**src/rtl/cdb_arbiter.sv**
```systemverilog
// -----------------------------------------------------------------------------
// cdb_arbiter
//   Round-robin arbiter that shares the ROB's single execute-result write port
//   among N_REQ result producers (default: 0 = ALU, 1 = branch unit,
//   2 = address unit). One winner per cycle is registered onto the common data
//   bus (CDB), which feeds the ROB ex-result inputs and RS wakeup.
//
// Ports
//   clk_in        clock
//   rst_in        synchronous, active-high reset (overrides rdy_in/flush_in)
//   rdy_in        global enable; 0 freezes all state and blocks grants
//   flush_in      ROB control hazard; blocks grants, drops CDB, rr pointer -> 0
//   req_valid     per-requester offer
//   req_ready     per-requester accept (combinational, one-hot or zero)
//   req_rob_pos   packed target ROB slots, requester i at [i*Q_WIDTH +: Q_WIDTH]
//   req_value     packed result values,   requester i at [i*32 +: 32]
//   req_pc        packed next PCs,        requester i at [i*32 +: 32]
//   cdb_valid     CDB carries a result
//   cdb_rob_pos   CDB target ROB slot
//   cdb_value     CDB result value
//   cdb_pc        CDB resolved next PC
//   cdb_src       index of the requester that produced the CDB entry
//   conflict_cnt  cycles with >= 2 requesters competing (CDB_ARB_PERF_EN only)
//
// Configuration
//   CDB_ARB_PERF_EN  when defined, adds the conflict_cnt port and its counter.
// -----------------------------------------------------------------------------
module cdb_arbiter #(
   parameter int N_REQ   = 3,
   parameter int Q_WIDTH = 4,
   parameter int SRC_W   = 2
) (
   input  logic                     clk_in,
   input  logic                     rst_in,
   input  logic                     rdy_in,
   input  logic                     flush_in,
   input  logic [N_REQ-1:0]         req_valid,
   output logic [N_REQ-1:0]         req_ready,
   input  logic [N_REQ*Q_WIDTH-1:0] req_rob_pos,
   input  logic [N_REQ*32-1:0]      req_value,
   input  logic [N_REQ*32-1:0]      req_pc,
   output logic                     cdb_valid,
   output logic [Q_WIDTH-1:0]       cdb_rob_pos,
   output logic [31:0]              cdb_value,
   output logic [31:0]              cdb_pc,
   output logic [SRC_W-1:0]         cdb_src
`ifdef CDB_ARB_PERF_EN
   ,
   output logic [31:0]              conflict_cnt
`endif
);

   logic               cdb_valid_r;
   logic [Q_WIDTH-1:0] cdb_rob_pos_r;
   logic [31:0]        cdb_value_r;
   logic [31:0]        cdb_pc_r;
   logic [SRC_W-1:0]   cdb_src_r;
   logic [SRC_W-1:0]   rr_ptr_r;

   logic               grant_en_s;
   logic               found_s;
   logic [N_REQ-1:0]   grant_s;
   logic [SRC_W-1:0]   win_idx_s;
   logic [SRC_W-1:0]   rr_next_s;
   logic [Q_WIDTH-1:0] sel_pos_s;
   logic [31:0]        sel_value_s;
   logic [31:0]        sel_pc_s;

   // Grants are only possible in a live, non-flushed, non-reset cycle.
   assign grant_en_s = rdy_in & ~flush_in & ~rst_in;

   // Round-robin scan starting at rr_ptr; first valid requester wins and its payload is selected.
   always_comb begin
      found_s     = 1'b0;
      grant_s     = '0;
      win_idx_s   = '0;
      sel_pos_s   = '0;
      sel_value_s = 32'h0000_0000;
      sel_pc_s    = 32'h0000_0000;
      if (grant_en_s) begin
         for (int k = 0; k < N_REQ; k++) begin
            automatic int idx = (int'(rr_ptr_r) + k) % N_REQ;
            if (!found_s && req_valid[idx]) begin
               found_s      = 1'b1;
               grant_s[idx] = 1'b1;
               win_idx_s    = SRC_W'(idx);
               sel_pos_s    = req_rob_pos[idx*Q_WIDTH +: Q_WIDTH];
               sel_value_s  = req_value[idx*32 +: 32];
               sel_pc_s     = req_pc[idx*32 +: 32];
            end else begin
               found_s = found_s;
            end
         end
      end else begin
         found_s = 1'b0;
      end
   end

   // Pointer moves one past the winner, wrapping at the last requester.
   always_comb begin
      rr_next_s = '0;
      if (win_idx_s == SRC_W'(N_REQ - 1)) begin
         rr_next_s = '0;
      end else begin
         rr_next_s = win_idx_s + SRC_W'(1);
      end
   end

   assign req_ready = grant_s;

   // CDB register and round-robin pointer; rdy_in=0 holds everything, including a pending CDB entry.
   always_ff @(posedge clk_in) begin
      if (rst_in) begin
         cdb_valid_r   <= 1'b0;
         cdb_rob_pos_r <= '0;
         cdb_value_r   <= 32'h0000_0000;
         cdb_pc_r      <= 32'h0000_0000;
         cdb_src_r     <= '0;
         rr_ptr_r      <= '0;
      end else if (!rdy_in) begin
         cdb_valid_r   <= cdb_valid_r;
      end else if (flush_in) begin
         cdb_valid_r   <= 1'b0;
         rr_ptr_r      <= '0;
      end else if (found_s) begin
         cdb_valid_r   <= 1'b1;
         cdb_rob_pos_r <= sel_pos_s;
         cdb_value_r   <= sel_value_s;
         cdb_pc_r      <= sel_pc_s;
         cdb_src_r     <= win_idx_s;
         rr_ptr_r      <= rr_next_s;
      end else begin
         // Idle cycle: drop valid, data fields keep their last (don't-care) value.
         cdb_valid_r   <= 1'b0;
      end
   end

   assign cdb_valid   = cdb_valid_r;
   assign cdb_rob_pos = cdb_rob_pos_r;
   assign cdb_value   = cdb_value_r;
   assign cdb_pc      = cdb_pc_r;
   assign cdb_src     = cdb_src_r;

`ifdef CDB_ARB_PERF_EN
   logic [31:0] conflict_cnt_r;

   function automatic int unsigned count_ones(input logic [N_REQ-1:0] v);
      int unsigned n;
      n = 0;
      for (int i = 0; i < N_REQ; i++) begin
         n = n + int'(v[i]);
      end
      return n;
   endfunction

   // Counts live cycles with two or more competing requesters; wraps naturally, survives flush.
   always_ff @(posedge clk_in) begin
      if (rst_in) begin
         conflict_cnt_r <= 32'h0000_0000;
      end else if (rdy_in && !flush_in && (count_ones(req_valid) >= 2)) begin
         conflict_cnt_r <= conflict_cnt_r + 32'h0000_0001;
      end else begin
         conflict_cnt_r <= conflict_cnt_r;
      end
   end

   assign conflict_cnt = conflict_cnt_r;
`endif

endmodule
```
**config.mk**
```make
export PLATFORM = sky130hd
export DESIGN_NAME = cdb_arbiter
export DESIGN_NICKNAME = d
export VERILOG_FILES = /design/src/rtl/cdb_arbiter.sv
export SDC_FILE = /design/constraint.sdc
export NUM_CORES = 1
export LEC_CHECK = 0
export CORE_MARGIN = 4
export CORE_UTILIZATION = 48
export CTS_CLUSTER_DIAMETER = 40
export DETAILED_ROUTE_END_ITERATION = 16
export PLACE_DENSITY = 0.84
export SYNTH_ARGS = -nofsm -noshare
export SYNTH_HDL_FRONTEND = slang
export SYNTH_SLANG_ARGS = --single-unit
```
**constraint.sdc**
```tcl
create_clock -name clk_in -period 3.15 [get_ports clk_in]
set_input_delay 0.4725 -clock clk_in [delete_from_list [all_inputs] [get_ports clk_in]]
set_output_delay 0.4725 -clock clk_in [all_outputs]
set_load 0.02 [all_outputs]
```
==> impl_metrics.env, run 1 <==
export IMPL_clk_latency_ns=0.34
export IMPL_p_per_area_nw_per_um2=328
export IMPL_max_freq_ghz=0.336
export IMPL_htree_levels=3
export IMPL_clockRootBuffer="clkbuf_16"
export IMPL_routabilityCongestion=0.908
export IMPL_relSlewSlack=0.277
export IMPL_drv_slew=0
export IMPL_min_to="cdb_valid"
export IMPL_holdWs_ns=0.453
export IMPL_cp_arrival_ns=2.50
export IMPL_synth_cell_type_count=43
export IMPL_reg2reg_to="cdb_pc[23]"
export IMPL_hold_violations=0
export IMPL_p_comb_frac=0.484
export IMPL_worst_r2r_startpoint="rr_ptr_r[1]"
export IMPL_chipHeight_um=142
export IMPL_avgViaCountPerCell=6.34
export IMPL_syn_area_um2=8560
export IMPL_regArea_um2=1460
export IMPL_routedWlPerCell_um=19.9
export IMPL_vias=9688
export IMPL_multi_input_area_um2=6620
export IMPL_track_usage=0.284
export IMPL_grt_first_pass_wirelength_mm=47.7
export IMPL_grt_pass1_vias=9362
export IMPL_ys_seq_area_frac=0.171
export IMPL_routed_wl_mm=30.3
export IMPL_cts_clk_slew_worst_paths_ns=0.06
export IMPL_cts_buffers=9
export IMPL_dpl_hpwl_mm=19.3
export IMPL_antenna_found_initial=0
export IMPL_synth_edf_count=0
export IMPL_status="finished, final reports clean"
export IMPL_core_um2=17400
export IMPL_synthArstFlopShare=0
export IMPL_die_x_um=142
export IMPL_grt_overflow=0
export IMPL_hp_class="reg -> reg"
export IMPL_drtPass1Iterations=5
export IMPL_avgSynthCellArea_um2=7.77
export IMPL_finClkSkew_ns=0.00654
export IMPL_drc=0
export IMPL_nNetsFinal=1518
export IMPL_p_leak_nw=3.97
export IMPL_ant_nets=0
export IMPL_peakVddDrop_mv=0.248
export IMPL_clockBufferDepth=2
export IMPL_num_io_pins=285
export IMPL_power_mw=3.86
export IMPL_hold_depth=1
export IMPL_p_seq_frac=0.274
export IMPL_p_int_mw=2.47
export IMPL_clock_power_share=0.242
export IMPL_drt_initial_drc_count=764
export IMPL_slowest_stage="buf_12"
export IMPL_max_stage_delay_ns=0.41
export IMPL_utilization=0.679
export IMPL_hp_start="cdb_valid"
export IMPL_tightest_slew_ns=1.08
export IMPL_r2r_slack_ns=0.28
export IMPL_swShare=0.361
export IMPL_port_buffers=284
export IMPL_rows=48
export IMPL_ff2ff_path_depth=8
export IMPL_final_min_clock_period_ns=2.97
export IMPL_p_sw_mw=1.40
export IMPL_tns_ns=0
export IMPL_crit_type="reg -> out"
export IMPL_setup_viol=0
export IMPL_ys_warn_count=0
export IMPL_synthCells=1101
export IMPL_area_growth_pct=37.7
export IMPL_grt_max_degree=115
export IMPL_min_period_over_period=0.944
export IMPL_die_area_um2=20000
export IMPL_crit_fanout=114
export IMPL_cp_end_kind="primary output"
export IMPL_cp_cell_sequence="inv_1, ha_4, buf_12, o21ai_0, a22oi_1, nor2_1, dlygate4sd2_1"
export IMPL_start_util=0.493
export IMPL_required_ns=2.68
export IMPL_cp_start_kind="flop"
export IMPL_synthFlopType="dfxtp_1"
export IMPL_ys_ff_latch=73
export IMPL_cts_tree="built"
export IMPL_clock_sinks=73
export IMPL_drive_gt1_frac=0.0945
export IMPL_n_fill_cell=1465
export IMPL_synth_nets=1321
export IMPL_rsz0062_at_grt="false"
export IMPL_cap_viol_max_count=0
export IMPL_antenna_cells=0
## stage by stage
step	cells	worst slack, ns	area [um^2]
2_1_floorplan	1101	0.322	8560
3_3_place_gp	1511	0.0899	11500
3_5_place_dp	1511	0.0227	11500
4_1_cts	1527	0.177	11800
5_1_grt	1527	0.0601	11800
6_report	1527	0.178	11800
## routing by layer
layer / wire length, um / part of all wire / vias up / global-route usage
met5: 0 / 0 / - / 0
met4: 1150 / 0.038 / 0 / 0.133
met3: 2650 / 0.087 / 79 / 0.0522
met2: 14000 / 0.46 / 467 / 0.462
met1: 12500 / 0.41 / 4577 / 0.365
li1: - / - / 4565 / -
## cell type report
cell class	count	share of cell area
Multi-Input combinational cell	896	0.562
Timing Repair Buffer	313	0.267
Clock buffer	12	0.0201
Inverter	5	0.00159
Tap cell	225	0.0239
Clock inverter	3	0.00159
Sequential cell	73	0.124
## how the worst max path moves through the flow
| stage | cells after the start | startpoint | slack, ns | to |
|---|---|---|---|---|
| 3_5_place_dp | 7 | req_valid[2] | 0.02 | req_ready[0] |
| 2_1_floorplan | 11 | rr_ptr_r[0] | 0.32 | req_ready[0] |
| 3_3_place_gp | 7 | req_valid[1] | 0.09 | req_ready[0] |
| 5_1_grt | 8 | rr_ptr_r[0] | 0.06 | req_ready[0] |
| 4_1_cts | 8 | rr_ptr_r[1] | 0.18 | req_ready[0] |
| 6_report | 7 | rr_ptr_r[0] | 0.18 | req_ready[1] |
## power by group through the flow
| stage | clock network, mW | registers, mW | logic, mW |
|---|---|---|---|
| after floorplan | 0 | 1.17 | 1.02 |
| after global placement | 0 | 1.08 | 1.82 |
| after detailed placement | 0 | 1.08 | 1.85 |
| after CTS | 0.958 | 1.06 | 1.86 |
| after global routing | 0.989 | 1.07 | 2.01 |
| final | 0.936 | 1.06 | 1.87 |
## what timing repair did
action / CTS / global route
resized for setup: 4 / 1
hold buffers: 0 / 0
buffers inserted: 1 / 0
endpoints found under the setup margin: 3 / 1
pin swaps: 1 / 0
## cells by family after synthesis
| kind of cell | synth area share |
|---|---|
| AO/OA/AOI/OAI | 0.318 |
| adder cells (fa/ha/maj) | 0.0132 |
| buffers and inverters | 0.0659 |
| flip-flops | 0.171 |
| multiplexers | 0.253 |
| AND/OR/NAND/NOR | 0.178 |
## synth_stat cells, types with 3 or more instances
master	instances	share of area
ha_1	9	0.013
clkbuf_1	66	0.029
buf_4	3	0.0026
dfxtp_1	73	0.17
nor2_1	76	0.033
buf_1	12	0.0053
o2bb2ai_1	69	0.071
a22oi_1	69	0.061
buf_2	45	0.026
o21ai_0	5	0.0029
nand2_1	74	0.032
mux2i_1	139	0.16
o211ai_1	68	0.060
nor3_1	69	0.040
mux2_2	69	0.091
o22a_1	70	0.072
nand2b_1	5	0.0037
a31oi_1	3	0.0022
nor2b_1	73	0.053
a21oi_1	73	0.043
inv_1	5	0.0022
## flip-flops by register name (all words and copies together), names as in the netlist
register / flops
rr_ptr_r: 2
cdb_rob_pos: 4
cdb_src: 2
cdb_valid: 1
cdb_value: 32
cdb_pc: 32
## worst max-delay path, delay by kind of cell, from the launching register on
family	cells	cell delay, ns
buffers and inverters	3	0.97
AOI/OAI and AO/OA	2	0.42
DFF	1	0.31
adders and majority gates	1	0.28
and+or+nand+nor	1	0.05
## cells in the final DEF, fill, tap and decap left out, types with 3 or more instances in the layout
cell and instances:
o211ai_1 68, nand2_1 74, clkbuf_1 3, mux2_2 69
o2bb2ai_1 68, inv_1 5, dlygate4sd2_1 3, ha_4 3
a21oi_1 73, nor2_1 75, o22a_1 68, ha_1 6
clkbuf_16 9, buf_4 21, o21ai_0 4, nor2b_1 72
mux2i_1 139, buf_12 7, dfxtp_1 73, clkdlybuf4s50_1 280
nor3_1 69, nand2b_1 5, a22oi_1 69
Power figures use the tool's default switching activity.
==> run 2: changes to the inputs <==
--- a/config.mk
+++ b/config.mk
@@ -5,11 +5,13 @@
 export SDC_FILE = /design/constraint.sdc
 export NUM_CORES = 1
 export LEC_CHECK = 0
+export ABC_AREA = 1
 export CORE_MARGIN = 4
-export CORE_UTILIZATION = 48
+export CORE_UTILIZATION = 47
 export CTS_CLUSTER_DIAMETER = 40
 export DETAILED_ROUTE_END_ITERATION = 16
 export PLACE_DENSITY = 0.84
+export REMOVE_ABC_BUFFERS = 1
 export SYNTH_ARGS = -nofsm -noshare
 export SYNTH_HDL_FRONTEND = slang
 export SYNTH_SLANG_ARGS = --single-unit
==> impl_metrics.env, run 2 <==
export IMPL_cts_buffers=9
export IMPL_avgViaCountPerCell=5.89
export IMPL_cts_hold_buf=0
export IMPL_cts_clk_slew_worst_paths_ns=0.06
export IMPL_final_min_clock_period_ns=3.03
export IMPL_cp_arrival_ns=2.56
export IMPL_synthArstFlopShare=0
export IMPL_drive_gt1_frac=0.0371
export IMPL_hold_violations=0
export IMPL_synth_cell_type_count=25
export IMPL_p_per_area_nw_per_um2=347
export IMPL_cts_tree="built"
export IMPL_drv_slew=0
export IMPL_cp_start_kind="flop"
export IMPL_p_leak_nw=5.17
export IMPL_avgSynthCellArea_um2=5.42
export IMPL_clockRootBuffer="clkbuf_16"
export IMPL_relSlewSlack=0.409
export IMPL_die_x_um=138
export IMPL_routabilityCongestion=0.875
export IMPL_status="finished, final reports clean"
export IMPL_synthFlopType="dfxtp_1"
export IMPL_layout_commonest_cell="nand2_1"
export IMPL_drtPass1Iterations=5
export IMPL_cap_viol_max_count=0
export IMPL_routed_wl_mm=32.0
export IMPL_vias=11100
export IMPL_grt_pass1_vias=10500
export IMPL_clock_sinks=73
export IMPL_peakVddDrop_mv=0.238
export IMPL_antenna_cells=0
export IMPL_htree_levels=3
export IMPL_port_buffers=284
export IMPL_crit_fanout=9
export IMPL_nNetsFinal=1884
export IMPL_ys_seq_area_frac=0.184
export IMPL_grt_first_pass_wirelength_mm=51.7
export IMPL_grt_overflow=0
export IMPL_ys_warn_count=0
export IMPL_dpl_hpwl_mm=20.2
export IMPL_hp_class="reg -> reg"
export IMPL_placed_cells=1873
export IMPL_synth_top_area_frac=0.184
export IMPL_tightest_slew_ns=0.886
export IMPL_start_util=0.480
export IMPL_final_cell_count_no_fill=1889
export IMPL_max_freq_ghz=0.330
export IMPL_rows=47
export IMPL_routedWlPerCell_um=17.0
export IMPL_track_usage=0.317
export IMPL_power_mw=3.88
export IMPL_cp_end_kind="primary output"
export IMPL_ant_nets=0
export IMPL_setup_viol=0
export IMPL_drc=0
export IMPL_finClkSkew_ns=0.00905
export IMPL_die_area_um2=19100
export IMPL_drt_initial_drc_count=1163
export IMPL_min_period_over_period=0.961
export IMPL_area_growth_pct=40.3
export IMPL_antenna_found_initial=0
export IMPL_clockBufferDepth=2
export IMPL_synthTopCellsByArea="dfxtp_1, nand2_1, a21oi_1"
export IMPL_grt_max_degree=138
export IMPL_synthCells=1470
export IMPL_ys_ff_latch=73
export IMPL_synth_common_cells="nand2_1, a21oi_1, o21ai_0, inv_1, o22ai_1"
export IMPL_synth_most_common_cell="nand2_1"
export IMPL_final_cell_mix="nand2_1, clkdlybuf4s50_1, a21oi_1"
export IMPL_crit_type="reg -> out"
export IMPL_required_ns=2.68
export IMPL_num_io_pins=285
export IMPL_clk_latency_ns=0.35
export IMPL_syn_area_um2=7960
export IMPL_chipHeight_um=138
export IMPL_yosysTopAreaCell="dfxtp_1"
export IMPL_rsz0062_at_grt="true"
export IMPL_synth_edf_count=0
export IMPL_core_um2=16600
[run 2: cell count changes after synthesis, sizes merged, moves of 69 or more]
cell | before | now
nor2b | 73 | 0
a21oi | 73 | 228
a22oi | 69 | 0
o21ai | 5 | 209
inv | 5 | 207
mux2 | 69 | 0
nand2 | 74 | 319
o22ai | 0 | 137
mux2i | 139 | 0
o22a | 70 | 0
o2bb2ai | 69 | 0
[run 2: kinds of logic after synthesis]
logic type	count (synthesis)	share of synthesized area
compound gates	593	0.397
xor+xnor	1	0.00110
fa+ha+maj	9	0.0141
buf+inv	332	0.170
flops	73	0.184
simple gates	462	0.234
[run 2: worst paths after layout]
path | start | to | slack, ns | depth (start not counted)
worst max-delay path | rr_ptr_r[0] | req_ready[2] | 0.12 | 10
worst min-delay path | cdb_src[0] | cdb_src[0] | 0.47 | 2
worst max register to register | rr_ptr_r[1] | cdb_pc[7] | 0.50 | 12
worst min register to register | cdb_src[0] | cdb_src[0] | 0.47 | 2
[run 2: repair_timing]
item / CTS / global route
gates resized for setup: 5 / 2
endpoints found under the setup margin: 3 / 2
buffers inserted: 0 / 0
[run 2: power by group]
part / internal (mW) / switching [mW]
Combinational: 0.728 / 0.950
Sequential: 1.01 / 0.0513
Clock: 0.691 / 0.450
[run 2: metrics by stage]
stage	area, um^2	utilization	worst slack [ns]	hold slack [ns]	TNS, ns
after floorplan	7380	-	-2.54	0.503	-171.46
after global placement	10800	0.654	0.301	0.457	0
after detailed placement	10800	0.654	0.246	0.463	0
after CTS	11200	0.673	0.0826	0.471	0
after global routing	11200	0.674	-0.0204	0.512	-0.0204
final	11200	0.674	0.122	0.469	0
[run 2: final cells by class]
class | instances | area [um^2]
clock inverter | 6 | 82.6
timing repair buffer | 308 | 3150
clock buffer | 10 | 229
fill | 1502 | 5410
inverter | 207 | 779
sequential | 73 | 1460
tap | 220 | 275
multi-input combinational | 1065 | 5190
[run 2: routing by layer]
metal  up-vias  GRT usage  part of all wire  wire length, um
met5         -          0                 0                0
met4         0      0.164             0.046             1480
met3       107     0.0611              0.11             3560
met2       794      0.517              0.45            14400
met1      4907      0.397              0.39            12600
li1       5327          -                 -                -
[run 2: worst max-delay path: stages (launching register included)]
cell	delay, ns
dfxtp_2	0.40
inv_1	0.14
ha_2	0.28
inv_4	0.10
nand3_1	0.12
nand2_4	0.14
nand2_2	0.11
nand2_1	0.08
o21ai_0	0.08
a21oi_1	0.13
clkdlybuf4s50_1	0.62
==> run 3: changes to the inputs <==
--- a/config.mk
+++ b/config.mk
@@ -6,6 +6,7 @@
 export NUM_CORES = 1
 export LEC_CHECK = 0
 export ABC_AREA = 1
+export CAP_MARGIN = 20
 export CORE_MARGIN = 4
 export CORE_UTILIZATION = 47
 export CTS_CLUSTER_DIAMETER = 40
==> results of run 3 <==
Same layout as run 2: the final DEF is identical, and so are final timing and power.
